`config.mk`:
```
export PLATFORM = sky130hd
export DESIGN_NAME = aes128_enc_seq
export DESIGN_NICKNAME = d
export VERILOG_FILES = /design/src/rtl/aes128_enc_seq.sv
export SDC_FILE = /design/constraint.sdc
export NUM_CORES = 1
export LEC_CHECK = 0
export ABC_AREA = 1
export CORE_AREA = 2 2 227 229
export DETAILED_ROUTE_END_ITERATION = 6
export DIE_AREA = 0 0 229 231
export PLACE_DENSITY = 0.79
export SLEW_MARGIN = 5
export SYNTH_ARGS = -nofsm -noshare
export SYNTH_HDL_FRONTEND = slang
export SYNTH_SLANG_ARGS = --single-unit
export TNS_END_PERCENT = 5
```
`constraint.sdc`:
```
create_clock -name g_clk -period 2.5 [get_ports g_clk]
set_input_delay 0.75 -clock g_clk [delete_from_list [all_inputs] [get_ports g_clk]]
set_output_delay 0.75 -clock g_clk [all_outputs]
set_load 0.01 [all_outputs]
```
`src/rtl/aes128_enc_seq.sv`:
```
// rtl/aes128_enc_seq.sv - AES-128 block encryption sequencer driving an external aes64 core
module aes128_enc_seq (
    input  logic         g_clk,
    input  logic         g_resetn,
    input  logic         req_valid,
    output logic         req_ready,
    input  logic [127:0] req_key,
    input  logic [127:0] req_pt,
    output logic         rsp_valid,
    input  logic         rsp_ready,
    output logic [127:0] rsp_ct,
    output logic         core_valid,
    output logic         core_mix,
    output logic         core_op_enc,
    output logic         core_op_dec,
    output logic         core_op_imix,
    output logic         core_op_ks1,
    output logic         core_op_ks2,
    output logic [63:0]  core_rs1,
    output logic [63:0]  core_rs2,
    input  logic [63:0]  core_rd,
    input  logic         core_ready
);

    typedef enum logic [2:0] {
        IDLE = 3'd0,
        KS1  = 3'd1,
        KS2L = 3'd2,
        KS2H = 3'd3,
        ENCL = 3'd4,
        ENCH = 3'd5,
        DONE = 3'd6
    } state_t;

    state_t        state_q, state_d;
    logic [127:0]  s_q, s_d;      // cipher state after the latest AddRoundKey
    logic [127:0]  rk_q, rk_d;    // current round key
    logic [63:0]   t_q, t_d;      // holds KS1 word or low half of the round output
    logic [3:0]    rnd_q, rnd_d;  // round number 1..10
    logic          core_done;
    logic          last_round;

    // Operand and op outputs come straight from registered state, so they
    // cannot move while a core transaction is stalled.
    assign core_valid   = (state_q == KS1) || (state_q == KS2L) || (state_q == KS2H) ||
                          (state_q == ENCL) || (state_q == ENCH);
    assign core_done    = core_valid && core_ready;
    assign last_round   = (rnd_q == 4'd10);
    assign core_op_dec  = 1'b0;
    assign core_op_imix = 1'b0;
    assign req_ready    = (state_q == IDLE);
    assign rsp_valid    = (state_q == DONE);
    assign rsp_ct       = rsp_valid ? s_q : 128'd0;

    // State and datapath registers
    always_ff @(posedge g_clk) begin
        if (!g_resetn) begin
            state_q <= IDLE;
            s_q     <= '0;
            rk_q    <= '0;
            t_q     <= '0;
            rnd_q   <= '0;
        end else begin
            state_q <= state_d;
            s_q     <= s_d;
            rk_q    <= rk_d;
            t_q     <= t_d;
            rnd_q   <= rnd_d;
        end
    end

    // Next-state, datapath updates and core request decode
    always_comb begin
        state_d     = state_q;
        s_d         = s_q;
        rk_d        = rk_q;
        t_d         = t_q;
        rnd_d       = rnd_q;
        core_mix    = 1'b0;
        core_op_enc = 1'b0;
        core_op_ks1 = 1'b0;
        core_op_ks2 = 1'b0;
        core_rs1    = 64'd0;
        core_rs2    = 64'd0;

        case (state_q)
            IDLE: begin
                if (req_valid) begin
                    s_d     = req_pt ^ req_key;
                    rk_d    = req_key;
                    rnd_d   = 4'd1;
                    state_d = KS1;
                end
            end
            KS1: begin
                core_op_ks1 = 1'b1;
                core_rs1    = rk_q[127:64];
                core_rs2    = {60'd0, rnd_q - 4'd1};
                if (core_done) begin
                    t_d     = core_rd;
                    state_d = KS2L;
                end
            end
            KS2L: begin
                core_op_ks2 = 1'b1;
                core_rs1    = t_q;
                core_rs2    = rk_q[63:0];
                if (core_done) begin
                    rk_d[63:0] = core_rd;
                    state_d    = KS2H;
                end
            end
            KS2H: begin
                // rk_q[63:0] already holds the new low half from KS2L
                core_op_ks2 = 1'b1;
                core_rs1    = rk_q[63:0];
                core_rs2    = rk_q[127:64];
                if (core_done) begin
                    rk_d[127:64] = core_rd;
                    state_d      = ENCL;
                end
            end
            ENCL: begin
                core_op_enc = 1'b1;
                core_mix    = !last_round;
                core_rs1    = s_q[63:0];
                core_rs2    = s_q[127:64];
                if (core_done) begin
                    t_d     = core_rd;
                    state_d = ENCH;
                end
            end
            ENCH: begin
                // Swapped operands make the core produce the high half
                core_op_enc = 1'b1;
                core_mix    = !last_round;
                core_rs1    = s_q[127:64];
                core_rs2    = s_q[63:0];
                if (core_done) begin
                    s_d = {core_rd, t_q} ^ rk_q;
                    if (last_round) begin
                        state_d = DONE;
                    end else begin
                        rnd_d   = rnd_q + 4'd1;
                        state_d = KS1;
                    end
                end
            end
            DONE: begin
                if (rsp_ready) begin
                    state_d = IDLE;
                end
            end
            default: begin
                state_d = IDLE;
            end
        endcase
    end

endmodule

```
# Word level (Yosys, flattened, before mapping)
# Index checks and enable logic that the tools add are counted.
[totals]
word_cells = 71
regBits = 327
[op_classes]
mux = 27
n_eq_ne = 15
n_bitwise = 2
n_addsub = 2
n_reduce_logical = 19
[ops]
columns = ["cell", "n"]
rows = [
  ["64-bit case mux with 5 select lines", 2],
  ["128-bit two-way mux", 4],
  ["128-bit case mux with 2 select lines", 1],
  ["64-bit case mux with 2 select lines", 2],
  ["128-bit bitwise XOR", 2],
  ["64-bit two-way mux", 1],
  ["3-bit two-way mux", 8],
  ["3-bit case mux with 7 select lines", 1],
  ["2-bit != test (second input constant)", 7],
  ["4-bit two-way mux", 3],
  ["3-bit equality test (second input constant)", 3],
  ["3-bit AND reduction", 3],
  ["4-bit case mux with 2 select lines", 1],
  ["7-bit AND reduction", 1],
  ["3-bit by 2-bit equality test with 1-bit output (second input constant)", 2],
  ["2-bit nonzero test", 3],
  ["2-bit OR reduction", 3],
  ["4-bit by 1-bit adder with 4-bit output (second input constant)", 1],
  ["4-bit equality test (second input constant)", 1],
  ["1-bit logical OR", 4],
  ["1-bit two-way mux", 4],
  ["4-bit AND reduction", 1],
  ["4-bit by 1-bit subtractor with 4-bit output (second input constant)", 1],
  ["3-bit by 1-bit equality test with 1-bit output (second input constant)", 1],
  ["5 further kinds", 5],
]

# Logic depth before layout (Yosys ltp)
[logic_depth]
ltp_word = 8
mapped_depth = 10
mapped_depth_nobuf = 9

# Worst setup path after synthesis
# OpenSTA, ideal clock, no wires.
[synth_timing]
kind = "register -> output"
from = "reg state_q[2]"
to = "out rsp_ct[100]"
n_path_buf = 3
arrival_ns = 1.496
required_time_ns = 1.750
path_slack_ns = 0.254
stages_incl_launch_ff = 8
cell_sequence = "dfxtp_1 > buf_4 > nand2_1 > nor2_1 > inv_1 > clkbuf_1 > clkbuf_1 > nor2_1"
[synth_via]
elab_chain_cells = 2
[synth_rtl]
columns = ["element", "line_no", "source"]
rows = [
  ["start, declared", "35", "state_t state_q, state_d;"],
  ["start signal, assigned", "64", "state_q <= state_d;"],
  ["3-bit equality test", "52", "assign rsp_valid = (state_q == DONE);"],
  ["via rsp_valid", "9", "output logic rsp_valid,"],
  ["128-bit two-way mux", "53", "assign rsp_ct = rsp_valid ? s_q : 128'd0;"],
  ["end, declared", "11", "output logic [127:0] rsp_ct,"],
]
# The timed path passes the listed nets, and every way through them passes these cells.

# Final worst setup path
[layout_timing]
from = "reg state_q[2]"
to = "out core_rs1[24]"
[layout_via]
elab_chain_cells = 2
word_cells_on_any_way = 6
cone_classes = "5 x eq/ne; 1 x mux"
[layout_rtl]
columns = ["element", "line_no", "source"]
rows = [
  ["3-bit equality test, or another cell as far along", "86", "case (state_q)"],
  ["64-bit case mux with 5 select lines *", "86", ""],
  ["end, declared", "19", "output logic [63:0] core_rs1,"],
]
# Mark *: on every way between the ends. The rest lies on a longest branch, timed or not.

==> results.tsv <==
metric	value	unit
status	finished with violations	
failed_checks	negative setup slack	
synthCells	3373	
cts_made_buffers	39	
worst_slack	-0.365	ns
pre_cts_ws	-0.278	ns
crit_type	register to primary output	
dp_hpwl	60700	um
port_buffers	587	
drtAntennaViolNets	0	
die_h	231	um
nets	4295	
avgRoutedWirePerCell	19.6	um
syn_avg_cell_area	6.19	um^2
ff_latch_area	6560	um^2
clock_path_buffers	3	
cell_internal_pwr	17.0	mW
drv_slew	0	
io_pins	590	
min_path_type	register to register	
power_frac_seq	30.3	%
cp.arrival	2.11	ns
cts.sinks	327	
drt_iter0_markers	3111	
rows	83	
tightest_slew	0.647	ns
synth-seq-cells	327	
synth_top_family_by_area	simple AND/OR/NAND/NOR gates	
grt_util_all_layers	31.8	%
ys_seq_area_share	31.4	%
hold_ws	0.463	ns
syn_to_final_growth	45.9	%
grt_first_pass_wirelength	134000	um
drt_pass1_iterations	6	
drc	0	
antenna_found_initial	7	
fill_cells	4604	
swShare	42.4	%
layout_commonest_cell	nand2_1	
critPathMaxFanout	9	
pwr-share-comb	47.0	%
synth-adder-area-share	0.180	%
synth.distinct_cells	26	
setup_violations	193	
power_frac_clock	22.7	%
required	1.75	ns
start_util	41.2	%
fin_crit_sh	115	%
synth-xor-area-share	10.9	%
max_clock_freq	349	MHz
power.leakage	12.6	nW
fp.dieW	229	um
via_count	26000	
insertion_delay	0.56	ns
core-area	50700	um^2
dp_cells	4569	
cts.htree.levels	2	
worstSetupStartpointType	register	
peakVddDrop	0.000715	V
cts_hold_buf	0	
dpl_cell_area	28600	um^2
min_period	2.86	ns
p_sw	12.5	mW
skew	0.0119	ns
gp_congestion	0.957	
cts_tree	yes	
viasPerCell	5.54	
yosys_warnings	0	
synth-compound-area-share	15.6	%
globalRouteOverflowTotal	0	
hold_viol_final	0	
drt_wl_total	91800	um
yosys.area_share.simple	31.9	%
grt_pass1_vias	23900	
drive_gt1_share	18.2	%
layoutNonFillerInstCount	4682	
rsz0062_at_grt	true	
end_kind	primary output	
clk_pin_slew_worst_paths	0.06	ns
muxShareOfSynthArea	0	%
drv_cap	0	
root_buffer	clkbuf_16	
relSlewSlack	56.9	%
syn-cell-area	20900	um^2
multiInputGateArea	13000	um^2
final_cell_area	30500	um^2
fp.dieArea	52900	um^2
grt_max_degree	86	
p_total	29.5	mW
final_cell_mix	nand2_1 (883), nor2_1 (481), dfxtp_1 (324)	
powerDensity	969	nW/um^2
layer usage:
| metal | GRT usage, % | vias to the layer above | wire length (um) |
|---|---|---|---|
| met1 | 39.6 | 11900 | 34700 |
| li1 | - | 12000 | - |
| met2 | 52.5 | 1788 | 42500 |
| met3 | 5.83 | 350 | 9870 |
| met4 | 16.4 | 2 | 4800 |
| met5 | 0 | - | 13 |
area by class of cell:
class                           count  area share, %
Antenna cell                        5         0.0411
Clock buffer                       51           3.79
Clock inverter                     20           1.18
Inverter                          277           3.50
Multi-Input combinational cell   2529           42.5
Sequential cell                   327           21.5
Tap cell                          680           2.79
Timing Repair Buffer              792           24.6
Timing Repair inverter              1         0.0205
stage by stage:
step	util, %	setup TNS [ns]
2_1_floorplan	-	0
3_3_place_gp	56.5	-30.02
3_5_place_dp	56.5	-38.54
4_1_cts	59.1	-72.60
5_1_grt	60.1	-58.44
6_report	60.1	-43.97
worst paths after layout:
check              from      endpoint  slack [ns]  cells after the start
min reg2reg    s_q[121]      s_q[121]        0.46                      2
max          state_q[2]  core_rs1[24]       -0.36                      8
max reg2reg  state_q[2]    state_q[2]        0.23                     10
min            s_q[121]      s_q[121]        0.46                      2
cells in the mapped netlist:
library cell | instances | area [um^2]
clkbuf_2 | 6 | 30.0
nand2_1 | 941 | 3530
nand3_1 | 132 | 661
a21oi_1 | 134 | 671
dfxtp_1 | 327 | 6550
o21ai_1 | 105 | 526
buf_1 | 17 | 63.8
nand3b_1 | 1 | 7.51
buf_4 | 7 | 52.6
conb_1 | 1 | 3.75
o21bai_1 | 1 | 7.51
inv_2 | 10 | 37.5
buf_2 | 103 | 515
nand3_2 | 3 | 30.0
o22ai_1 | 68 | 425
nand4_1 | 65 | 407
xnor2_1 | 258 | 2260
xor2_1 | 1 | 8.76
inv_1 | 267 | 1000
clkbuf_1 | 108 | 405
nor2_2 | 1 | 6.26
ha_1 | 3 | 37.5
o21ai_0 | 221 | 1110
nor3_4 | 1 | 16.3
o2111ai_1 | 60 | 526
nor2_1 | 532 | 2000
logic make-up (layout without fill, tap and decap cells):
kind of cell	count (synthesis)	after routing
flip-flops	327	327
AO/OA/AOI/OAI	589	589
AND/OR/NAND/NOR	1676	1676
XOR/XNOR	259	259
buffers and inverters	518	1141
other	1	7
adder cells (fa/ha/maj)	3	3
worst max-delay path: stages, from the launching register on:
cell and delay (ns):
dfxtp_4 0.37, buf_6 0.13, nor3_4 0.20, buf_12 0.19
buf_16 0.17, buf_12 0.15, nand2_1 0.06, nand4_1 0.13
buf_2 0.17
sequential cells by signal, summed over array words and instances, names as in the netlist:
signal and count:
rnd_q 4, rk_q 128, s_q 128, state_q 3, t_q 64
power by group through the flow:
stage                     Clock (mW)  Combinational, mW  Sequential (mW)
after floorplan                    0               7.31             8.28
after global placement             0               12.8             8.77
after detailed placement           0               12.9             8.80
after CTS                       6.76               12.9             8.73
after global routing            6.98               14.8             9.09
final                           6.70               13.9             8.95
timing repair:
item                                    in CTS  in global routing
buffers inserted                            12                  8
gates resized for setup                    702                477
pin swaps                                   30                 76
cloned                                       6                 11
hold endpoints to repair                     0                  0
endpoints found under the setup margin     268                290
(Power assumes the default switching activity.)
